## src/rtl/activation_writeback.sv

```systemverilog
// Activation write-back: buffers MAC results in a small FIFO and drains them to neuron RAM.
// Define ACT_RELU_EN to apply ReLU at push; otherwise values are stored unchanged (linear).
module activation_writeback #(
  parameter int unsigned DATA_W     = 8,
  parameter int unsigned ADDR_W     = 8,
  parameter int unsigned FIFO_DEPTH = 4
) (
  input  logic              clk,
  input  logic              reset,
  input  logic              in_valid,
  input  logic [DATA_W-1:0] in_data,
  input  logic [ADDR_W-1:0] in_addr,
  output logic              in_ready,
  input  logic              layer_start,
  input  logic [7:0]        layer_nk,
  input  logic              stall,
  output logic              wre,
  output logic [ADDR_W-1:0] write_address,
  output logic [DATA_W-1:0] write_data,
  output logic              layer_done,
  output logic              overflow
);

  localparam int unsigned PTR_W = (FIFO_DEPTH > 1) ? $clog2(FIFO_DEPTH) : 1;
  localparam int unsigned CNT_W = PTR_W + 1;
  localparam int unsigned ENT_W = DATA_W + ADDR_W;

  typedef enum logic [1:0] {IDLE, ACTIVE, DONE} state_t;

  logic [ENT_W-1:0]  mem_q [FIFO_DEPTH];
  logic [PTR_W-1:0]  wr_ptr_q, wr_ptr_d, rd_ptr_q, rd_ptr_d;
  logic [CNT_W-1:0]  count_q, count_d;
  logic              overflow_q, overflow_d;
  logic              wre_q, wre_d;
  logic [ADDR_W-1:0] waddr_q, waddr_d;
  logic [DATA_W-1:0] wdata_q, wdata_d;
  logic [DATA_W-1:0] act_data;
  logic [ENT_W-1:0]  rd_entry;
  logic              full, push, pop;

  state_t            state_q, state_d;
  logic [7:0]        nk_q, nk_d;
  logic [7:0]        cnt_q, cnt_d;

  // Activation applied before storage
  always_comb begin
`ifdef ACT_RELU_EN
    act_data = in_data[DATA_W-1] ? '0 : in_data;
`else
    act_data = in_data;
`endif
  end

  // Full is judged from occupancy alone; a same-cycle pop does not free a slot
  assign full     = (count_q == CNT_W'(FIFO_DEPTH));
  assign in_ready = ~full;
  assign push     = in_valid & ~full;
  assign pop      = (count_q != '0) & ~stall;
  assign rd_entry = mem_q[rd_ptr_q];

  always_comb begin
    wr_ptr_d   = wr_ptr_q;
    rd_ptr_d   = rd_ptr_q;
    count_d    = count_q;
    overflow_d = overflow_q | (in_valid & full);
    wre_d      = pop;
    waddr_d    = waddr_q;
    wdata_d    = wdata_q;
    if (push) wr_ptr_d = wr_ptr_q + PTR_W'(1);
    if (pop) begin
      rd_ptr_d = rd_ptr_q + PTR_W'(1);
      wdata_d  = rd_entry[ENT_W-1 -: DATA_W];
      waddr_d  = rd_entry[ADDR_W-1:0];
    end
    case ({push, pop})
      2'b10:   count_d = count_q + CNT_W'(1);
      2'b01:   count_d = count_q - CNT_W'(1);
      default: count_d = count_q;
    endcase
  end

  always_ff @(posedge clk) begin
    if (push) mem_q[wr_ptr_q] <= {act_data, in_addr};
  end

  always_ff @(posedge clk) begin
    if (reset) begin
      wr_ptr_q   <= '0;
      rd_ptr_q   <= '0;
      count_q    <= '0;
      overflow_q <= 1'b0;
      wre_q      <= 1'b0;
      waddr_q    <= '0;
      wdata_q    <= '0;
    end else begin
      wr_ptr_q   <= wr_ptr_d;
      rd_ptr_q   <= rd_ptr_d;
      count_q    <= count_d;
      overflow_q <= overflow_d;
      wre_q      <= wre_d;
      waddr_q    <= waddr_d;
      wdata_q    <= wdata_d;
    end
  end

  assign wre           = wre_q;
  assign write_address = waddr_q;
  assign write_data    = wdata_q;
  assign overflow      = overflow_q;

  // Layer FSM: state register
  always_ff @(posedge clk) begin
    if (reset) begin
      state_q <= IDLE;
      nk_q    <= '0;
      cnt_q   <= '0;
    end else begin
      state_q <= state_d;
      nk_q    <= nk_d;
      cnt_q   <= cnt_d;
    end
  end

  // Layer FSM: next state; only writes issued while ACTIVE are counted
  always_comb begin
    state_d = state_q;
    nk_d    = nk_q;
    cnt_d   = cnt_q;
    if (layer_start) begin
      nk_d    = layer_nk;
      cnt_d   = '0;
      state_d = (layer_nk == 8'd0) ? DONE : ACTIVE;
    end else begin
      case (state_q)
        ACTIVE: begin
          if (wre_q) begin
            cnt_d = cnt_q + 8'd1;
            if (8'(cnt_q + 8'd1) == nk_q) state_d = DONE;
          end
        end
        DONE:    state_d = IDLE;
        default: state_d = state_q;
      endcase
    end
  end

  // Layer FSM: outputs
  always_comb begin
    layer_done = (state_q == DONE);
  end

endmodule

```

## config.mk

```make
export PLATFORM = sky130hd
export DESIGN_NAME = activation_writeback
export DESIGN_NICKNAME = d
export VERILOG_FILES = /design/src/rtl/activation_writeback.sv
export SDC_FILE = /design/constraint.sdc
export NUM_CORES = 1
export LEC_CHECK = 0
export CELL_PAD_IN_SITES_DETAIL_PLACEMENT = 0
export CELL_PAD_IN_SITES_GLOBAL_PLACEMENT = 1
export CORE_MARGIN = 2
export CORE_UTILIZATION = 40
export DETAILED_ROUTE_END_ITERATION = 12
export HOLD_SLACK_MARGIN = 0.12
export PLACE_DENSITY_LB_ADDON = 0.1
export SLEW_MARGIN = 10
export SYNTH_ARGS = -nofsm -noshare
export SYNTH_HDL_FRONTEND = slang
export SYNTH_SLANG_ARGS = --single-unit
```

## constraint.sdc

```tcl
create_clock -name clk -period 2.6 [get_ports clk]
set_input_delay 0.78 -clock clk [delete_from_list [all_inputs] [get_ports clk]]
set_output_delay 0.78 -clock clk [all_outputs]
set_load 0.05 [all_outputs]
```

After elaboration in Yosys (flattened, before gate mapping)
Memories as Yosys holds them, arrays and structs flattened. A register that Yosys moved wholly into a read port is not among the register bits.
Cells that the tools add are included.

word-level totals
  logic and storage cells = 43
  memory bits (writable) = 64
  input port bits = 29
  bits in registers = 27
  memories = 1

cells by class
  reduce and logical (&&, ||, !) cells = 7
  multiplexer cells = 8
  equal/unequal tests = 8
  add/subtract/negate cells = 5
  bitwise gates (word level) = 6

memories
  memory  depth  width  read ports  clocked after memory_dff  wr ports  line  text
  mem_q   4      16     1           1                         1         30    logic [ENT_W-1:0] mem_q [FIFO_DEPTH];

operator list
  kind                 count
  $add 8x1->8 const B  1
  $eq 8x8->1           1
  $logic_not 8->1      1
  $mux 2               4
  $ne 3x3->1 const B   2
  $pmux 3 s2           1
  $reduce_bool 3->1    2
  $add 2x1->2 const B  2
  $eq 2x1->1 const B   2
  $eq 2x2->1 const B   2
  $pmux 2 s2           1
  $add 3x1->3 const B  1
  $and 1x1->1          3
  $eq 3x3->1 const B   1
  $reduce_and 3->1     1
  $sub 3x1->3 const B  1
  $mux 1               2
  $not 1->1            2
  $reduce_and 2->1     1
  $reduce_bool 2->1    1
  $reduce_or 2->1      1
  $or 1x1->1           1

Longest topological paths before layout
  word-level depth = 6
  mapped depth = 11
  gate-level depth less buffers = 9

Worst setup path after synthesis
OpenSTA, ideal clock, no wires.

  path kind = input to register
  from = input port stall
  to = register count_q[2]
  slack = -0.049 ns
  cell stages on the path = 10
  required time = 2.530 ns
  setup time = 0.070 ns
  path buffers = 2
  data arrival time = 2.579 ns
  cell sequence = or2_1 buf_2 inv_2 buf_4 ha_1 inv_1 fa_1 xor2_1 or3_1 a21oi_1

between the ends
  cells in the longest elaborated chain, start to end = 4
  elaborated cells on any way between the ends = 6

ends and longest elaborated chain
  element                                                 line  text
  from (decl)                                             16    input logic stall,
  $not 1->1 (*)                                           58    assign pop = (count_q != '0) & ~stall;
  $and 1x1->1 (*)                                         58
  named net pop                                           39    logic full, push, pop;
  $eq 2x1->1 / $eq 2x2->1 (equally long branches)         75    case ({push, pop})
  $pmux 3 s2 / $reduce_bool 2->1 (equally long branches)  n/a
  to (signal assigned)                                    98    count_q <= count_d;
  to (decl)                                               32    logic [CNT_W-1:0] count_q, count_d;

Mark *: on every way through the listed nets, which the timed path passes. The rest lies on a longest branch.
A chain may end at the register's enable or synchronous reset.

Worst setup path in the final report
  from = input port stall
  to = register count_q[2]

between the ends
  cells in the longest elaborated chain, start to end = 4
  elaborated cells on any way between the ends = 6

ends and longest elaborated chain
  element                                                 line
  $not 1->1 (*)                                           58
  $and 1x1->1 (*)                                         58
  $eq 2x1->1 / $eq 2x2->1 (equally long branches)         75
  $pmux 3 s2 / $reduce_bool 2->1 (equally long branches)  n/a

Every way passes the cells marked *; elsewhere a longest branch is shown, timed or not.

==> flow_metrics.py <==
metrics = {
    "run_status": {
        "run_status": "complete, no violations",
    },
    "floorplan": {
        "ios": 49,
        "die_area_um2": 11700,
        "fp.coreArea_um2": 10400,
        "die_width_um": 108,
        "fp.dieH_um": 108,
        "start_util_pct": 41.5,
        "num_rows": 37,
    },
    "logic_synthesis": {
        "synth.area.top_cells": "edfxtp_1 (44%), dfxtp_1 (20%), mux4_2 (8.3%)",
        "netlist_top_cells_count": "edfxtp_1 (64), dfxtp_1 (43), nand2_1 (40)",
        "ys_seq_area_share_pct": 64.3,
        "synth.distinct_cells": 47,
        "synth_edf_count": 64,
        "syn-num-nets": 359,
        "yosysTopAreaCell": "edfxtp_1",
        "ys_ff_latch": 107,
        "syn_area_per_cell_um2": 13.4,
        "yosysWarnings": 0,
        "synth.most_common_cell": "edfxtp_1",
        "synth-async-reset-ratio_pct": 0,
        "synth.cell_area_um2": 4330,
        "postSynthCellCount": 323,
        "synth_top_area_share_pct": 44.4,
        "synth_top_flop_cell": "edfxtp_1",
    },
    "clocking": {
        "cts_tree": "yes",
        "cts_buffer_depth": 2,
        "htreeDepth": 3,
        "cts_hold_buffers": 0,
        "clk_latency_ns": 0.37,
        "clock-root-buffer": "clkbuf_8",
        "clk_pin_slew_ns": 0.10,
        "numCtsBuffers": 9,
        "cts_sinks": 107,
    },
    "place": {
        "post-place-ws_ns": -0.175,
        "port-buffer-count": 48,
        "dp_hpwl_um": 5510,
        "gp_congestion": 0.763,
    },
    "finish": {
        "syn2layout_area_growth_pct": 20.0,
        "multiInputGateArea_um2": 1430,
        "drive_gt1_share_pct": 13.2,
        "n_antenna_cell": 0,
        "num-nets-final": 417,
        "post-route-util_pct": 49.8,
        "fill_cells": 962,
        "seq_area_um2": 2780,
    },
    "setup_path": {
        "critPathArrivalTime_ns": 2.67,
        "critPathMaxFanout": 2,
        "cp-end-kind": "flop",
        "required_ns": 2.90,
        "critPathKind": "input port to flop",
        "start_kind": "input port",
    },
    "timing": {
        "fin_ws_ns": 0.234,
        "fin_crit_sh_pct": 91.0,
        "drv_slew": 0,
        "relSlewSlack_pct": 63.5,
        "fmaxAchievable_mhz": 423,
        "hold_slack_ns": 0.461,
        "fin_skew_ns": 0.00728,
        "worstMarginPinSlew_ns": 0.546,
        "setup_viol": 0,
        "min_period_ns": 2.37,
        "hold_viol": 0,
        "rsz0062_at_grt": "no",
    },
    "global_routing": {
        "busiest_layer": "met2",
        "first_global_vias": 2522,
        "grt_use_met3_pct": 4.16,
        "grt_max_degree": 21,
        "grtUsageMet2_pct": 25.7,
        "met1_usage_pct": 18.9,
        "grt_util_all_layers_pct": 15.1,
        "grt_pass1_wl_um": 13100,
        "grt_antenna_before_repair": 0,
        "grt_overflow": 0,
    },
    "drt": {
        "via_per_inst": 4.95,
        "num_vias": 2585,
        "drtPass1Iterations": 3,
        "drtIter0Drc": 74,
        "final_antenna_net_count": 0,
        "drc": 0,
        "wirelength_um": 8260,
        "wire_per_inst_um": 15.8,
    },
    "min_path": {
        "hp-class": "flop to flop",
    },
    "pwr": {
        "vdd_ir_drop_max_mv": 0.303,
        "powerDensity_nw_per_um2": 845,
        "power.total_w": 0.00439,
        "leakagePower_nw": 1.77,
    },
    "flow_run": {
        "cap_viol_max_count": 0,
    },
}
[cell usage in the layout (no fill, tap or decap), types with 2 or more instances in the layout]
cell type        count
edfxtp_1            64
clkdlybuf4s50_1     46
dfxtp_1             43
nand2_1             40
nor2_1              30
a21oi_1             20
mux4_2              16
buf_4               14
mux2i_1             10
xnor2_1             10
clkbuf_8             9
inv_1                7
xor2_1               7
nand3_1              6
o21ai_0              5
ha_1                 5
and3_1               4
and2_1               3
or3_1                3
a31oi_1              3
nor2b_1              2
nand3b_1             2
nand4_1              2
nand2b_1             2
a211oi_1             2
nor4_1               2
inv_6                2
inv_8                2
[registers in the layout, summed over array words and instances (netlist names)]
name	flops
write_address	8
cnt_q	8
rd_ptr_q	2
write_data	8
wr_ptr_q	2
mem_q	64
state_q	2
wre	1
count_q	3
nk_q	8
overflow	1
[logic make-up (layout without fill, tap and decap cells)]
group | after synthesis | after routing | share of synthesized area (%)
fa+ha+maj | 7 | 7 | 2.20
compound gates | 36 | 36 | 4.77
mux | 26 | 26 | 10.6
xor+xnor | 17 | 17 | 3.44
simple gates | 107 | 107 | 11.9
flops | 107 | 107 | 64.3
buf+inv | 23 | 86 | 2.72
[power breakdown]
part / switching, W / internal [W] / leakage [nW]
Combinational: 0.000755 / 0.000537 / 0.735
Sequential: 0.0000936 / 0.00202 / 0.939
Clock: 0.000602 / 0.000376 / 0.0984
[stage by stage]
stage	instances	TNS, ns	instance area [µm²]
finish	522	0	5190
global route	522	0	5190
CTS	522	0	5190
detailed placement	506	-0.175	5000
global placement	506	-0.114	5000
floorplan	323	0	4330
[worst paths after layout]
path | startpoint | to | slack, ns | cells past startpoint
setup / recovery | stall | count_q[2] | 0.23 | 9
hold / removal | write_address[5] | write_address[5] | 0.46 | 2
setup reg to reg | count_q[2] | count_q[2] | 0.57 | 9
hold reg to reg | write_address[5] | write_address[5] | 0.46 | 2
[area by class of cell]
cell class	count	share of cell area, %
flip-flops and latches	107	53.6
multi-input cells	193	27.5
clock inverters	7	1.33
well taps	136	3.28
clock buffers	9	2.39
repair buffers	62	11.3
inverters	8	0.627
[routing by layer]
layer / vias up / wire [µm]
li1: 1286 / -
met1: 1258 / 3690
met2: 33 / 4210
met3: 8 / 283
met4: 0 / 77
met5: - / 0
[critical path: stages]
cell and delay [ns]:
clkdlybuf4s50_1 0.39, or2_1 0.27, inv_4 0.07, ha_2 0.16, inv_1 0.05, fa_1 0.37, xor2_1 0.15, or3_1 0.30
a21oi_1 0.13
[repair_timing]
item / 4_1_cts / 5_1_grt
setup endpoints to repair: 1 / 1
pin swaps: 0 / 0
buffers inserted: 0 / 0
hold endpoints to repair: 0 / 0
resized for setup: 1 / 1
Note: power is estimated with default switching activity, not from simulation.
